--- src/rtl/dmem_port_arbiter_if.sv ---
// Host register-access bus into the data-memory arbiter.
// The host is the master; the arbiter answers with grant and read data.
interface dmem_port_arbiter_if #(
    parameter int ADDR_W = 8,
    parameter int DATA_W = 64
) ();
    logic              host_req;
    logic              host_we;
    logic [ADDR_W-1:0] host_addr;
    logic [DATA_W-1:0] host_wdata;
    logic              host_gnt;
    logic              host_rvalid;
    logic [DATA_W-1:0] host_rdata;

    modport master (
        output host_req, host_we, host_addr, host_wdata,
        input  host_gnt, host_rvalid, host_rdata
    );

    modport slave (
        input  host_req, host_we, host_addr, host_wdata,
        output host_gnt, host_rvalid, host_rdata
    );
endinterface

--- src/rtl/dmem_port_arbiter.sv ---
// Shares one single-port data memory between the CPU M stage and the host bus.
// The host wins when the CPU is idle or once it has waited HOST_MAX_WAIT cycles.
module dmem_port_arbiter #(
    parameter int ADDR_W        = 8,
    parameter int DATA_W        = 64,
    parameter int HOST_MAX_WAIT = 4
) (
    input  logic               clk,
    input  logic               rst,
    input  logic               LW_M,
    input  logic               SW_M,
    input  logic [DATA_W-1:0]  ALU_result_M,
    input  logic [DATA_W-1:0]  rt_data_M,
    output logic               mem_stall,
    output logic               load_valid,
    output logic [DATA_W-1:0]  load_data,
    dmem_port_arbiter_if.slave host,
    output logic               mem_en,
    output logic               mem_we,
    output logic [ADDR_W-1:0]  mem_addr,
    output logic [DATA_W-1:0]  mem_din,
    input  logic [DATA_W-1:0]  mem_dout,
    output logic [15:0]        stall_cnt
);

    localparam logic [1:0] TAG_NONE    = 2'd0;
    localparam logic [1:0] TAG_CPU_RD  = 2'd1;
    localparam logic [1:0] TAG_HOST_RD = 2'd2;

    localparam logic [3:0] MAX_WAIT = 4'(HOST_MAX_WAIT);

    logic [3:0]  r_wcnt;
    logic [1:0]  r_tag;
    logic [15:0] r_stall_cnt;

    logic       w_cpu_req;
    logic       w_host_win;
    logic       w_cpu_win;
    logic [1:0] w_tag_nxt;
    logic       w_unused_addr_hi;

    assign w_cpu_req        = LW_M | SW_M;
    assign w_unused_addr_hi = ^ALU_result_M[DATA_W-1:ADDR_W];

    // NOTE: every combinational output gets a default first so no path infers a latch.
    always_comb begin
        w_host_win = 1'b0;
        w_cpu_win  = 1'b0;
        if (!rst) begin
            w_host_win = host.host_req & (~w_cpu_req | (r_wcnt == MAX_WAIT));
            w_cpu_win  = w_cpu_req & ~w_host_win;
        end
    end

    always_comb begin
        mem_en        = 1'b0;
        mem_we        = 1'b0;
        mem_addr      = '0;
        mem_din       = '0;
        mem_stall     = 1'b0;
        host.host_gnt = 1'b0;
        w_tag_nxt     = TAG_NONE;
        if (w_host_win) begin
            mem_en        = 1'b1;
            mem_we        = host.host_we;
            mem_addr      = host.host_addr;
            mem_din       = host.host_wdata;
            host.host_gnt = 1'b1;
            // The held LW/SW is re-presented next cycle, when wcnt is back at 0.
            mem_stall     = w_cpu_req;
            w_tag_nxt     = host.host_we ? TAG_NONE : TAG_HOST_RD;
        end else if (w_cpu_win) begin
            mem_en    = 1'b1;
            mem_we    = SW_M;
            mem_addr  = ALU_result_M[ADDR_W-1:0];
            mem_din   = rt_data_M;
            w_tag_nxt = SW_M ? TAG_NONE : TAG_CPU_RD;
        end
    end

    // NOTE: sequential state uses non-blocking assignments so all registers update together.
    always_ff @(posedge clk) begin
        if (rst) begin
            r_wcnt      <= '0;
            r_tag       <= TAG_NONE;
            r_stall_cnt <= '0;
        end else begin
            r_tag <= w_tag_nxt;
            if (!host.host_req || w_host_win) begin
                r_wcnt <= '0;
            end else if (r_wcnt != MAX_WAIT) begin
                r_wcnt <= r_wcnt + 4'd1;
            end
            if (mem_stall && (r_stall_cnt != 16'hFFFF)) begin
                r_stall_cnt <= r_stall_cnt + 16'd1;
            end
        end
    end

    // Read data is suppressed during reset even if a read was in flight.
    always_comb begin
        load_valid       = ~rst & (r_tag == TAG_CPU_RD);
        host.host_rvalid = ~rst & (r_tag == TAG_HOST_RD);
        load_data        = load_valid ? mem_dout : '0;
        host.host_rdata  = host.host_rvalid ? mem_dout : '0;
    end

    assign stall_cnt = r_stall_cnt;

endmodule

--- src/flat_wrapper.sv ---
// flat-port wrapper written by rule: the top's interface ports become plain ports
module dmem_port_arbiter_flat 
#(
    parameter int ADDR_W        = 8,
    parameter int DATA_W        = 64,
    parameter int HOST_MAX_WAIT = 4
)
  (clk, rst, LW_M, SW_M, ALU_result_M, rt_data_M, mem_stall, load_valid, load_data, mem_en, mem_we, mem_addr, mem_din, mem_dout, stall_cnt, host_host_req, host_host_we, host_host_addr, host_host_wdata, host_host_gnt, host_host_rvalid, host_host_rdata);
  dmem_port_arbiter_if #(.ADDR_W(ADDR_W), .DATA_W(DATA_W)) host_i ();
  input  logic clk;
  input  logic rst;
  input  logic LW_M;
  input  logic SW_M;
  input  logic [DATA_W-1:0] ALU_result_M;
  input  logic [DATA_W-1:0] rt_data_M;
  output logic mem_stall;
  output logic load_valid;
  output logic [DATA_W-1:0] load_data;
  output logic mem_en;
  output logic mem_we;
  output logic [ADDR_W-1:0] mem_addr;
  output logic [DATA_W-1:0] mem_din;
  input  logic [DATA_W-1:0] mem_dout;
  output logic [15:0] stall_cnt;
  input wire logic [$bits(host_i.host_req)-1:0] host_host_req;
  input wire logic [$bits(host_i.host_we)-1:0] host_host_we;
  input wire logic [$bits(host_i.host_addr)-1:0] host_host_addr;
  input wire logic [$bits(host_i.host_wdata)-1:0] host_host_wdata;
  output wire logic [$bits(host_i.host_gnt)-1:0] host_host_gnt;
  output wire logic [$bits(host_i.host_rvalid)-1:0] host_host_rvalid;
  output wire logic [$bits(host_i.host_rdata)-1:0] host_host_rdata;
  assign host_i.host_req = host_host_req;
  assign host_i.host_we = host_host_we;
  assign host_i.host_addr = host_host_addr;
  assign host_i.host_wdata = host_host_wdata;
  assign host_host_gnt = host_i.host_gnt;
  assign host_host_rvalid = host_i.host_rvalid;
  assign host_host_rdata = host_i.host_rdata;
  dmem_port_arbiter #(.ADDR_W(ADDR_W), .DATA_W(DATA_W), .HOST_MAX_WAIT(HOST_MAX_WAIT)) u_core (.clk(clk), .rst(rst), .LW_M(LW_M), .SW_M(SW_M), .ALU_result_M(ALU_result_M), .rt_data_M(rt_data_M), .mem_stall(mem_stall), .load_valid(load_valid), .load_data(load_data), .host(host_i), .mem_en(mem_en), .mem_we(mem_we), .mem_addr(mem_addr), .mem_din(mem_din), .mem_dout(mem_dout), .stall_cnt(stall_cnt));
endmodule
--- config.mk ---
export PLATFORM = sky130hd
export DESIGN_NAME = dmem_port_arbiter_flat
export DESIGN_NICKNAME = d
export VERILOG_FILES = /design/src/rtl/dmem_port_arbiter_if.sv /design/src/rtl/dmem_port_arbiter.sv /design/src/flat_wrapper.sv
export SDC_FILE = /design/constraint.sdc
export NUM_CORES = 1
export LEC_CHECK = 0
export ABC_AREA = 0
export CAP_MARGIN = 20
export CORE_AREA = 2 2 192 194
export CTS_CLUSTER_DIAMETER = 30
export DETAILED_ROUTE_END_ITERATION = 16
export DIE_AREA = 0 0 194 196
export DONT_BUFFER_PORTS = 1
export RECOVER_POWER = 100
export SLEW_MARGIN = 30
export SYNTH_ARGS = -nofsm -noshare
export SYNTH_HDL_FRONTEND = slang
export SYNTH_SLANG_ARGS = --single-unit
--- constraint.sdc ---
create_clock -name clk -period 6.99 [get_ports clk]
set_clock_uncertainty 0.15 [all_clocks]
set_input_delay 1.398 -clock clk [delete_from_list [all_inputs] [get_ports clk]]
set_output_delay 1.398 -clock clk [all_outputs]
set_load 0.01 [all_outputs]
==> results.py <==
metrics = {
    "outcome": {
        "status": "finished with violations",
        "violations": "max-capacitance violations, max-slew violations",
    },
    "detailed_routing": {
        "first_iter_violations": 128,
        "drc": 0,
        "first_pass_iters": 4,
        "via_per_inst": 3.52,
        "ant_nets": 0,
        "drt-wirelength-per-cell_um": 18.8,
        "vias": 2837,
        "wl_mm": 15.1,
    },
    "sta": {
        "slew_headroom": -0.464,
        "period_needed_ps": 5210,
        "setup_slack_ps": 1780,
        "rsz0062_at_grt": "no",
        "final-setup-viol-count": 0,
        "worst_slew_pin_slew_ps": 2200,
        "drv_slew": 130,
        "fin_tns_setup_ps": 0,
        "min_period_over_period": 0.745,
        "fin_hold_ws_ps": 318,
        "hold_viol": 0,
        "max_freq_mhz": 192,
    },
    "setup_path": {
        "cp.buffers_inverters": 1,
        "max_stage_delay_ps": 1560,
        "critPathLaunchType": "input pin",
        "cpMaxStageDelayCell": "clkbuf_1",
        "path_cells": "nor3b_2 -> clkbuf_1 -> and2_0",
        "crit_path_max_fanout": 65,
        "critPathCaptureType": "primary output",
        "critPathTopFamily": "buffers and inverters",
        "worstPathRequired_ps": 5440,
        "crit_type": "in -> out",
        "worstPathArrival_ps": 3660,
    },
    "layout": {
        "post-route-cell-area_um2": 3260,
        "drive_gt1_frac": 0.0415,
        "area_growth_pct": 21.3,
        "nNetsFinal": 611,
    },
    "global_route": {
        "grt_antenna_before_repair": 5,
        "grt_use_met1": 0.0919,
        "grt-ovfl-total": 0,
        "grt_pass1_vias": 2355,
        "grt_util_met3": 0.0189,
        "grt_usage": 0.0684,
        "grt_start_max_net_pins": 74,
        "grt_util_met2": 0.113,
        "grt_pass1_wl_mm": 18.5,
        "grt_busiest_layer": "met2",
    },
    "cts": {
        "clockRootBuffer": "clkbuf_16",
        "clockBufferDepth": 2,
        "cts_inserted_buffers": 3,
        "h-tree-depth": 1,
        "cts_sinks": 22,
        "cts_tree": "built",
        "post-cts-setup-buffers": 0,
        "holdBufCountCts": 0,
        "clk_pin_slew_ps": 60,
        "cts-resized-gates": 0,
        "clock_latency_ps": 250,
    },
    "yosys": {
        "syn_area_per_cell_um2": 7.43,
        "yosysTopAreaCell": "and2_1",
        "yosysMostFrequentCell": "and2_1",
        "synth_area_leaders": "and2_1 30%, a22o_1 23%, dfxtp_1 16%",
        "yosys-top-cells-count": "128 x and2_1, 72 x a22o_1, 33 x clkbuf_1, 22 x dfxtp_1, 21 x nor2_1",
        "synth_top_cell_area_share": 0.298,
        "netlist_area_um2": 2690,
        "ys_seq_elements": 22,
        "synth_ff_type": "dfxtp_1",
        "synthCells": 362,
        "syn_nets": 635,
        "yosysSeqAreaShare": 0.164,
        "synth_warnings": 0,
        "synth_edf_count": 0,
        "synthArstFlopShare": 0,
        "yosysUniqueCellTypes": 36,
    },
    "floorplanning": {
        "rows": 70,
        "core_area_um2": 36100,
        "pin_count": 492,
        "die_x_um": 194,
        "die-area_um2": 38000,
        "initial_core_util": 0.0745,
        "die_h_um": 196,
    },
    "place": {
        "post-dp-hpwl_mm": 13.3,
        "gp_congestion": 0.778,
        "port_buffers": 0,
        "dpl_worst_slack_ps": 2310,
        "place_area_um2": 3220,
    },
    "job": {
        "max-cap-violations": 2,
    },
    "power_and_ir_drop": {
        "power.leakage_uw": 0.00102,
        "power_density_nw_per_um2": 106,
        "total_power_uw": 344,
        "ir_drop_uv": 109,
    },
    "hold_path": {
        "hp-class": "reg -> reg",
    },
}
[cell usage in the layout (no fill, tap or decap), types with 4 or more instances in the layout]
master,instances
and2_0,128
a22o_1,72
dfxtp_1,22
nor2_1,21
nand2_1,11
xnor2_1,8
inv_1,7
nand3_1,6
a211oi_1,4
or3_1,4
a21oi_1,4
mux2i_1,4
[through the flow]
step | cells | utilization
6_report | 806 | 0.0904
5_1_grt | 806 | 0.0904
4_1_cts | 805 | 0.0917
3_5_place_dp | 801 | 0.0893
3_3_place_gp | 800 | 0.0887
2_1_floorplan | 362 | -
[sequential cells by signal (all words and copies together) (netlist names)]
signal            flops
u_core.r_wcnt         4
u_core.stall_cnt     16
u_core.r_tag          2
[worst paths after layout]
path	from	end	slack, ps	cells past startpoint
worst max-delay path	rst	load_data[7]	1780	3
worst min-delay path	u_core.r_wcnt[0]	u_core.r_wcnt[0]	320	1
worst max register to register	u_core.r_wcnt[0]	u_core.stall_cnt[4]	4770	7
worst min register to register	u_core.r_wcnt[0]	u_core.r_wcnt[0]	320	1
[routing by layer]
layer  part of all wire  routed length [um]
met4             0.0059                  90
met2               0.47                7060
met5             0.0028                  42
met3               0.10                1530
met1               0.42                6420
[cell families after synthesis]
family                   count (synthesis)  synth area share
XOR/XNOR                                10            0.0326
buffers and inverters                   41            0.0600
AND/OR/NAND/NOR                        192             0.425
flip-flops                              22             0.164
adder cells (fa/ha/maj)                  3            0.0140
multiplexers                             4            0.0149
AO/OA/AOI/OAI                           90             0.290
[power breakdown]
| part | switching, uW | internal (uW) | total (uW) |
|---|---|---|---|
| Sequential | 0.686 | 126 | 127 |
| Clock | 45.4 | 87.3 | 133 |
| Combinational | 56.0 | 28.7 | 84.8 |
| Total | 102 | 242 | 344 |
[area by class of cell]
class,instances,area [um^2]
antenna,1,2.50
fill,4201,32800
clock buffer,4,88.8
multi-input combinational,299,2080
tap,468,586
timing repair buffer,5,40.0
inverter,7,26.3
sequential,22,440
Note: power is estimated with default switching activity, not from simulation.
